<file path="config.mk">
export PLATFORM = sky130hd
export DESIGN_NAME = conv_row_sequencer
export DESIGN_NICKNAME = d
export VERILOG_FILES = /design/src/rtl/conv_ctrl_pkg.sv /design/src/rtl/en_delay_line.sv /design/src/rtl/conv_row_sequencer.sv
export SDC_FILE = /design/constraint.sdc
export NUM_CORES = 1
export LEC_CHECK = 0
export CORE_UTILIZATION = 35
export CTS_CLUSTER_DIAMETER = 30
export DETAILED_ROUTE_END_ITERATION = 8
export HOLD_SLACK_MARGIN = 0.06
export PLACE_DENSITY = 0.67
export SLEW_MARGIN = 25
export SYNTH_ARGS = -nofsm -noshare
export SYNTH_HDL_FRONTEND = slang
export SYNTH_SLANG_ARGS = --single-unit
</file>
<file path="constraint.sdc">
create_clock -name clk2 -period 4.9 [get_ports clk2]
set_clock_uncertainty 0.1 [all_clocks]
set_input_delay 0.98 -clock clk2 [delete_from_list [all_inputs] [get_ports clk2]]
set_output_delay 0.98 -clock clk2 [all_outputs]
set_load 0.1 [all_outputs]
</file>
<file path="src/rtl/conv_ctrl_pkg.sv">
// ============================================================================
// conv_ctrl_pkg : state encoding and shared constants for the conv row sequencer
// Rev 1.0
// ============================================================================
`default_nettype none

package conv_ctrl_pkg;

    localparam logic [2:0] S_IDLE   = 3'd0;
    localparam logic [2:0] S_CLEAR  = 3'd1;
    localparam logic [2:0] S_LOAD   = 3'd2;
    localparam logic [2:0] S_STREAM = 3'd3;
    localparam logic [2:0] S_GAP    = 3'd4;
    localparam logic [2:0] S_FLUSH  = 3'd5;
    localparam logic [2:0] S_DRAIN  = 3'd6;
    localparam logic [2:0] S_DONE   = 3'd7;

    // Registered read of the last psum FIFO during drain
    localparam int DRAIN_RD_LAT = 1;

    function automatic int clog2_min1(input int value);
        return (value > 1) ? $clog2(value) : 1;
    endfunction

endpackage

`default_nettype wire

</file>
<file path="src/rtl/en_delay_line.sv">
// ============================================================================
// en_delay_line : shift register carrying FIFO enable tags from the ifm handshake
// Rev 1.0
// ============================================================================
`default_nettype none

module en_delay_line #(
    parameter int DEPTH  = 1,
    parameter int WIDTH  = 4,
    parameter int RD_DLY = 0
) (
    input  logic             clk2,
    input  logic             rst_n,
    input  logic [WIDTH-1:0] din,
    output logic [WIDTH-1:0] rd_tap,
    output logic [WIDTH-1:0] wr_tap,
    output logic             occupied
);

    logic [WIDTH-1:0] stage [DEPTH];
    logic [DEPTH-1:0] stage_nz;

    always_ff @(posedge clk2 or negedge rst_n) begin
        if (!rst_n) begin
            for (int i = 0; i < DEPTH; i++) begin
                stage[i] <= '0;
            end
        end else begin
            stage[0] <= din;
            for (int i = 1; i < DEPTH; i++) begin
                stage[i] <= stage[i-1];
            end
        end
    end

    // Empty slots carry an all-zero word, so any set bit marks a live tag
    generate
        for (genvar i = 0; i < DEPTH; i++) begin : g_nz
            assign stage_nz[i] = |stage[i];
        end

        if (RD_DLY == 0) begin : g_rd_direct
            assign rd_tap = din;
        end else begin : g_rd_stage
            assign rd_tap = stage[RD_DLY-1];
        end
    endgenerate

    assign wr_tap   = stage[DEPTH-1];
    assign occupied = |stage_nz;

endmodule

`default_nettype wire

</file>
<file path="src/rtl/conv_row_sequencer.sv">
// ============================================================================
// conv_row_sequencer : FSM driving weight/ifm loads and psum FIFO chaining.
// Optional macro PERF_CNT_EN enables the handshake-stall counter.   Rev 1.0
// ============================================================================
`default_nettype none

module conv_row_sequencer
    import conv_ctrl_pkg::*;
#(
    parameter int KERNEL_SIZE = 3,
    parameter int FIFO_SIZE   = 10,
    parameter int COL_W       = 8,
    parameter int ROW_W       = 8,
    parameter int PE_LAT      = 1
) (
    input  logic                   clk2,
    input  logic                   rst_n,
    input  logic                   start,
    input  logic [COL_W-1:0]       cfg_cols,
    input  logic [ROW_W-1:0]       cfg_out_rows,
    input  logic                   ifm_valid,
    output logic                   ifm_ready,
    output logic                   set_ifm,
    output logic                   set_wgt,
    output logic                   fifo_clr,
    output logic [KERNEL_SIZE-1:0] fifo_wr_en,
    output logic [KERNEL_SIZE-1:0] fifo_rd_en,
    output logic                   psum_valid,
    output logic                   busy,
    output logic                   done,
    output logic                   cfg_err,
    output logic [15:0]            stall_cycles
);

    localparam int KW = clog2_min1(KERNEL_SIZE);
    localparam int TW = KW + 2;
    localparam logic [COL_W-1:0] KM1_C    = COL_W'(KERNEL_SIZE - 1);
    localparam logic [KW-1:0]    KM1_K    = KW'(KERNEL_SIZE - 1);
    localparam logic [31:0]      MIN_COLS = 32'(KERNEL_SIZE);
    localparam logic [31:0]      MAX_COLS = 32'(FIFO_SIZE + KERNEL_SIZE - 1);

    logic [2:0]              state;
    logic [COL_W-1:0]        cols_q;
    logic [COL_W-1:0]        n_q;
    logic [COL_W-1:0]        col;
    logic [COL_W-1:0]        drain_cnt;
    logic [ROW_W-1:0]        rows_q;
    logic [ROW_W-1:0]        out_row;
    logic [KW-1:0]           k;
    logic [DRAIN_RD_LAT-1:0] psum_pipe;

    logic          handshake;
    logic          cfg_bad;
    logic          start_ok;
    logic          last_col;
    logic          drain_last;
    logic          line_busy;
    logic [TW-1:0] tag_in;
    logic [TW-1:0] rd_tap;
    logic [TW-1:0] wr_tap;
    logic          unused_tag_bits;

    assign ifm_ready  = (state == S_STREAM);
    assign handshake  = ifm_valid & ifm_ready;
    assign set_ifm    = handshake;
    assign set_wgt    = (state == S_LOAD);
    assign fifo_clr   = (state == S_CLEAR);
    assign busy       = (state != S_IDLE);
    assign done       = (state == S_DONE);
    assign psum_valid = psum_pipe[DRAIN_RD_LAT-1];

    // Legal only when 1 <= windows-per-row <= FIFO depth
    assign cfg_bad    = (32'(cfg_cols) < MIN_COLS) || (32'(cfg_cols) > MAX_COLS);
    assign start_ok   = (state == S_IDLE) && start && !cfg_bad;
    assign last_col   = (col == cols_q - 1'b1);
    assign drain_last = (drain_cnt == n_q - 1'b1);

    // Tag word {wr, rd, k}; zero when the handshake produces no window
    assign tag_in = (handshake && (col >= KM1_C)) ? {1'b1, (k != '0), k} : '0;

    en_delay_line #(
        .DEPTH  (PE_LAT),
        .WIDTH  (TW),
        .RD_DLY (PE_LAT - 1)
    ) u_en_delay_line (
        .clk2     (clk2),
        .rst_n    (rst_n),
        .din      (tag_in),
        .rd_tap   (rd_tap),
        .wr_tap   (wr_tap),
        .occupied (line_busy)
    );

    assign unused_tag_bits = rd_tap[TW-1] ^ wr_tap[TW-2];

    generate
        for (genvar i = 0; i < KERNEL_SIZE; i++) begin : g_fifo_en
            assign fifo_wr_en[i] = wr_tap[TW-1] && (wr_tap[KW-1:0] == KW'(i));
            if (i < KERNEL_SIZE - 1) begin : g_chain_rd
                assign fifo_rd_en[i] = rd_tap[TW-2] && (rd_tap[KW-1:0] == KW'(i + 1));
            end else begin : g_drain_rd
                assign fifo_rd_en[i] = (state == S_DRAIN);
            end
        end
    endgenerate

    always_ff @(posedge clk2 or negedge rst_n) begin
        if (!rst_n) begin
            state     <= S_IDLE;
            cols_q    <= '0;
            n_q       <= '0;
            rows_q    <= '0;
            out_row   <= '0;
            col       <= '0;
            drain_cnt <= '0;
            k         <= '0;
        end else begin
            case (state)
                S_IDLE: begin
                    if (start_ok) begin
                        cols_q  <= cfg_cols;
                        n_q     <= cfg_cols - KM1_C;
                        rows_q  <= cfg_out_rows;
                        out_row <= '0;
                        state   <= (cfg_out_rows == '0) ? S_DONE : S_CLEAR;
                    end
                end
                S_CLEAR: state <= S_LOAD;
                S_LOAD: begin
                    k         <= '0;
                    col       <= '0;
                    drain_cnt <= '0;
                    state     <= S_STREAM;
                end
                S_STREAM: begin
                    if (handshake) begin
                        if (last_col) begin
                            col   <= '0;
                            state <= S_GAP;
                        end else begin
                            col <= col + 1'b1;
                        end
                    end
                end
                S_GAP: begin
                    if (k < KM1_K) begin
                        k     <= k + 1'b1;
                        state <= S_STREAM;
                    end else begin
                        state <= S_FLUSH;
                    end
                end
                S_FLUSH: begin
                    if (!line_busy) begin
                        state <= S_DRAIN;
                    end
                end
                S_DRAIN: begin
                    if (drain_last) begin
                        drain_cnt <= '0;
                        out_row   <= out_row + 1'b1;
                        state     <= (out_row + 1'b1 < rows_q) ? S_CLEAR : S_DONE;
                    end else begin
                        drain_cnt <= drain_cnt + 1'b1;
                    end
                end
                S_DONE:  state <= S_IDLE;
                default: state <= S_IDLE;
            endcase
        end
    end

    // Sticky until the next start decision in IDLE
    always_ff @(posedge clk2 or negedge rst_n) begin
        if (!rst_n) begin
            cfg_err <= 1'b0;
        end else if ((state == S_IDLE) && start) begin
            cfg_err <= cfg_bad;
        end
    end

    always_ff @(posedge clk2 or negedge rst_n) begin
        if (!rst_n) begin
            psum_pipe <= '0;
        end else begin
            psum_pipe <= DRAIN_RD_LAT'({psum_pipe, (state == S_DRAIN)});
        end
    end

`ifdef PERF_CNT_EN
    logic [15:0] stall_q;

    always_ff @(posedge clk2 or negedge rst_n) begin
        if (!rst_n) begin
            stall_q <= '0;
        end else if (start_ok) begin
            stall_q <= '0;
        end else if ((state == S_STREAM) && !ifm_valid && (stall_q != 16'hFFFF)) begin
            stall_q <= stall_q + 1'b1;
        end
    end

    assign stall_cycles = stall_q;
`else
    assign stall_cycles = '0;
`endif

endmodule

`default_nettype wire

</file>
==> results of run 1 <==
metal layers:
| layer | track usage | vias to the layer above |
|---|---|---|
| met4 | 0.0921 | 0 |
| li1 | - | 1412 |
| met2 | 0.252 | 70 |
| met5 | 0 | - |
| met1 | 0.208 | 1379 |
| met3 | 0.0285 | 11 |
critical path: cells and delay by family (launching register included):
| family | cells | cell delay (ns) |
|---|---|---|
| buffers and inverters | 2 | 1.43 |
| and+or+nand+nor | 2 | 0.67 |
| DFF | 1 | 0.57 |
where the power goes:
part | internal (W) | switching, W | leakage [nW] | total [W]
combinational | 0.000310 | 0.000607 | 1.05 | 0.000916
clock | 0.000296 | 0.000200 | 0.116 | 0.000496
sequential | 0.000578 | 0.000129 | 0.743 | 0.000707
Yosys cell counts, types with 4 or more instances:
master,number,share of area
buf_4,16,0.034
clkbuf_1,9,0.0095
xnor2_1,15,0.037
dfrtp_1,58,0.41
nor2b_1,10,0.018
mux2_2,5,0.016
a31oi_1,10,0.018
nand3_1,10,0.014
nand2b_1,10,0.018
a21oi_1,15,0.021
nor2_1,17,0.018
or3_1,4,0.0070
o21ai_0,23,0.032
a211oi_1,4,0.0084
ha_1,15,0.053
xor2_1,13,0.032
a21oi_2,4,0.0098
a21o_1,4,0.0084
and2_1,4,0.0070
nor3_1,12,0.017
nor4_1,6,0.011
a22o_1,5,0.012
nand2_1,29,0.030
nand4_1,7,0.012
and3_1,9,0.016
inv_1,21,0.022
flip-flops by register name, summed over array words and instances, names as in the netlist:
register,count
rows_q,8
u_en_delay_line.wr_tap,4
out_row,8
n_q,7
col,8
psum_valid,1
cols_q,8
cfg_err,1
state,3
drain_cnt,8
k,2
logic make-up after synthesis:
group,Yosys count
flip-flops,58
multiplexers,6
buffers and inverters,48
AO/OA/AOI/OAI,90
adder cells (fa/ha/maj),15
AND/OR/NAND/NOR,138
other,1
XOR/XNOR,28
path summary, 6_finish.rpt:
| kind | start | end | slack (ns) |
|---|---|---|---|
| max | state[1] | fifo_rd_en[2] | 0.80 |
| min | rows_q[0] | rows_q[0] | 0.42 |
| max reg2reg | cols_q[0] | out_row[0] | 1.77 |
| min reg2reg | rows_q[0] | rows_q[0] | 0.42 |
| max in group asynchronous | rst_n | cols_q[0] | 3.55 |
| min in group asynchronous | rst_n | col[6] | 0.66 |
placed cells by master (no fill, tap or decap), types with 5 or more instances in the layout:
master	count
a21oi_1	15
a22o_1	5
a31oi_1	10
and3_1	9
buf_4	6
clkbuf_8	10
clkdlybuf4s50_1	29
conb_1	16
dfrtp_1	58
ha_1	15
inv_1	21
mux2_2	5
nand2_1	29
nand2b_1	10
nand3_1	10
nand4_1	7
nor2_1	16
nor2b_1	10
nor3_1	10
nor4_1	6
o21ai_0	23
xnor2_1	15
xor2_1	13
layout make-up:
class	count	area, sq um
Sequential cell	58	1450
Inverter	21	78.8
Tap cell	133	166
Fill cell	1012	5620
Multi-Input combinational cell	293	1950
Clock inverter	6	80.1
Timing Repair Buffer	36	340
Clock buffer	10	138
stage by stage:
| step | cells | worst slack [ns] | total power (W) | utilization | setup TNS, ns |
|---|---|---|---|---|---|
| 2_1_floorplan | 399 | -0.283 | 0.00141 | - | -0.566 |
| 3_3_place_gp | 541 | 1.26 | 0.00160 | 0.406 | 0 |
| 3_5_place_dp | 541 | 1.14 | 0.00162 | 0.406 | 0 |
| 4_1_cts | 557 | 0.807 | 0.00213 | 0.428 | 0 |
| 5_1_grt | 557 | 0.612 | 0.00224 | 0.428 | 0 |
| 6_report | 557 | 0.797 | 0.00212 | 0.428 | 0 |
==> impl_metrics.json, run 1 <==
{
  "hold_viol": 0,
  "path_cells": "nor2b_1 -> nand2_1 -> inv_1 -> clkdlybuf4s50_1",
  "p_per_area_mw_per_mm2": 504,
  "die_h_microns": 103,
  "die_area_sq_mm": 0.0106,
  "drt_iter0_markers": 91,
  "area_growth_syn_to_layout_pct": 17.6,
  "synth-main-ff-cell": "dfrtp_1",
  "clock-sinks": 58,
  "cts_tree": "done",
  "synth_compound_area_frac": 0.172,
  "gp_congestion": 0.869,
  "drc": 0,
  "async_reset_ff_frac": 1.00,
  "placed_area_sq_mm": 0.00398,
  "grt-ovfl-total": 0,
  "coreArea_sq_mm": 0.00982,
  "nNetsFinal": 454,
  "initial_utilization": 0.364,
  "synth-xor-area-share": 0.0687,
  "min_period_over_period": 0.837,
  "cap_violations": 0,
  "holdBufCountCts": 0,
  "drive_gt1_frac": 0.106,
  "clockBufferDepth": 2,
  "numCtsBuffers": 9,
  "ir_drop_mv": 0.289,
  "reg2reg_depth": 9,
  "relSlewSlack": 0.342,
  "synth-edff-count": 0,
  "postCtsSetupRepairBufs": 0,
  "worst_ep_arrival_time_ns": 3.02,
  "met2WireLength_mm": 3.54,
  "first_pass_iters": 4,
  "grt_max_degree": 59,
  "yosysWarningCount": 0,
  "avgSynthCellArea_sq_um": 9.30,
  "cts_htree_levels": 3,
  "hold_class": "register to register",
  "final_area_sq_mm": 0.00420,
  "hold_slack_ns": 0.418,
  "critPathMaxStageDelay_ns": 1.18,
  "synth_top_family_by_area": "simple AND/OR/NAND/NOR gates",
  "rows": 36,
  "slew_violations": 0,
  "path_clk_slew_ns": 0.06,
  "synth-seq-cells": 58,
  "synth_cell_types": 65,
  "wl_met1_mm": 3.77,
  "cp_slowest_cell": "clkdlybuf4s50_1",
  "setup_violations": 0,
  "yosys.area_share.simple": 0.213,
  "hpwl_mm": 5.59,
  "grt_pass1_wl_mm": 12.9,
  "fmax_mhz": 244,
  "numPortBuffers": 33,
  "grt_pass1_vias": 2756,
  "status": "finished clean",
  "track_usage": 0.161,
  "syn-cell-area_sq_mm": 0.00357,
  "synthAdderAreaFrac": 0.0525,
  "routedWlPerCell_microns": 14.0,
  "synth_mux_area_frac": 0.0186,
  "power.leakage_nw": 1.91,
  "topRoutingLayerUsed": "met4",
  "ant_nets": 0,
  "grt_antenna_before_repair": 0,
  "worstPathRequired_ns": 3.82,
  "diodes": 0,
  "die_w_microns": 103,
  "routed_wl_mm": 7.81,
  "ys_seq_area_frac": 0.406,
  "rsz0062_at_grt": "false",
  "worst-path-max-fanout": 14,
  "root_buffer": "clkbuf_8",
  "fin_crit_ns": 4.10,
  "worstHoldPathCells": 1,
  "vias_per_cell": 5.16,
  "startpoint_type": "register",
  "cts_resized": 0,
  "critPathCaptureType": "output port",
  "io_pins": 50,
  "crit_type": "register to output port",
  "worst_pin_slew_ns": 0.984,
  "met3_length_microns": 345,
  "synthCells": 384,
  "clk_latency_ns": 0.36,
  "num_vias": 2872
}
(Power assumes the default switching activity.)
==> inputs of run 2 (changes only) <==
- PLACE_DENSITY: 0.67 -> 0.69
- clock period: 4.9 -> 3.7 ns (I/O delays scaled with it)
==> run 2 against run 1 <==
Compared with the run above:
- sequential share of layout area up 0.10 points
- final cell count unchanged
- via count down 0.42%
- register-to-register slack lost 1.1 ns
- wire length shrank 3.2%
==> impl_metrics.json, run 2 (synthesis gave the netlist of run 1 again) <==
{
  "worst_pin_slew_ns": 0.961,
  "setup_violations": 0,
  "layout_commonest_cell": "dfrtp_1",
  "fin_crit_ns": 3.34,
  "cp-startpoint": "ifm_valid",
  "gp_congestion": 0.783,
  "slew_violations": 0,
  "ir_drop_mv": 0.539,
  "grt-ovfl-total": 0,
  "clk_latency_ns": 0.34,
  "worstPathRequired_ns": 2.86,
  "layout_common_cells": "dfrtp_1 (58), nand2_1 (29), o21ai_0 (23)",
  "postCtsSetupRepairBufs": 0,
  "critPathCaptureType": "output port",
  "path_cells": "clkdlybuf4s50_1 -> and2_4 -> a21boi_0 -> nand2b_1 -> nor3_4 -> buf_12",
  "diodes": 0,
  "cp_slowest_cell": "clkdlybuf4s50_1",
  "p_per_area_mw_per_mm2": 642,
  "holdBufCountCts": 0,
  "status": "finished clean",
  "cts_htree_levels": 3,
  "rsz0062_at_grt": "false",
  "stdcell_count": 557,
  "total_power_w": 0.00269,
  "routedWlPerCell_microns": 13.6,
  "grt_pass1_vias": 2759,
  "grt_max_degree": 38,
  "grt_antenna_before_repair": 0,
  "reg2reg_depth": 9,
  "path_clk_slew_ns": 0.07,
  "routed_wl_mm": 7.56,
  "die_h_microns": 103,
  "critPathMaxStageDelay_ns": 0.50,
  "die_w_microns": 103,
  "coreArea_sq_mm": 0.00982,
  "first_pass_iters": 4,
  "track_usage": 0.156,
  "drive_gt1_frac": 0.127,
  "cts_tree": "done",
  "finalSetupTns_ns": 0,
  "worst-r2r-setup-slack_ns": 0.67,
  "root_buffer": "clkbuf_8",
  "hpwl_mm": 5.61,
  "cts_resized": 0,
  "io_pins": 50,
  "met2WireLength_mm": 3.65,
  "grt_pass1_wl_mm": 12.8,
  "startpoint_type": "input pin",
  "ant_nets": 0,
  "drc": 0,
  "clock-sinks": 58,
  "worst_ep_arrival_time_ns": 2.50,
  "nNetsFinal": 454,
  "num_vias": 2860,
  "crit_type": "input pin to output port",
  "vias_per_cell": 5.13,
  "min_period_over_period": 0.903,
  "rows": 36,
  "met3_length_microns": 246,
  "endpoint": "fifo_rd_en[0]",
  "wl_met1_mm": 3.61,
  "clockBufferDepth": 2,
  "worst-path-max-fanout": 4,
  "hold_slack_ns": 0.399,
  "hold_viol": 0,
  "numCtsBuffers": 9,
  "cap_violations": 0,
  "area_growth_syn_to_layout_pct": 17.3,
  "initial_utilization": 0.364,
  "placed_cells": 541,
  "power.leakage_nw": 1.91,
  "relSlewSlack": 0.357,
  "fmax_mhz": 299,
  "drt_iter0_markers": 92,
  "r2r-start": "cols_q[0]",
  "die_area_sq_mm": 0.0106,
  "numPortBuffers": 33,
  "topRoutingLayerUsed": "met4",
  "hold_class": "input pin to asynchronous set/reset pin",
  "rr_endpoint": "out_row[0]"
}
[run 2: cell type report]
class                      instances  area, sq um
clock inverter                     2         10.0
inverter                          21         78.8
timing repair buffer              36          343
clock buffer                      14          173
fill                             990         5630
sequential                        58         1450
tap                              133          166
multi-input combinational        293         1970
[run 2: how the worst min path moves through the flow]
stage / end / slack (ns) / cells after the start
2_1_floorplan: cfg_err / 0.34 / 0
3_3_place_gp: rows_q[0] / 0.40 / 1
3_5_place_dp: rows_q[0] / 0.41 / 1
4_1_cts: rows_q[5] / 0.43 / 1
5_1_grt: rows_q[5] / 0.46 / 1
6_report: out_row[5] / 0.40 / 1
[run 2: where the power goes]
| group | switching [W] | leakage [nW] | internal (W) |
|---|---|---|---|
| Sequential | 0.000169 | 0.743 | 0.000766 |
| Combinational | 0.000803 | 1.07 | 0.000406 |
| Clock | 0.000250 | 0.0965 | 0.000296 |
[run 2: stage by stage]
step                      setup slack (ns)  utilization  instance area (sq um)
final                                0.360        0.427                   4190
after global routing                 0.197        0.427                   4190
after CTS                            0.356        0.427                   4190
after detailed placement             0.362        0.408                   4010
after global placement               0.447        0.408                   4010
after floorplan                     0.0548            -                   3660
[run 2: layer usage]
layer	vias to the layer above	track usage
li1	1405	-
met4	0	0.0488
met5	-	0
met3	8	0.0380
met1	1391	0.206
met2	56	0.253
[run 2: critical path, delay by kind of cell]
kind,cells,cell delay [ns]
AOI/OAI and AO/OA,1,0.38
buffers and inverters,2,0.70
and+or+nand+nor,3,0.68
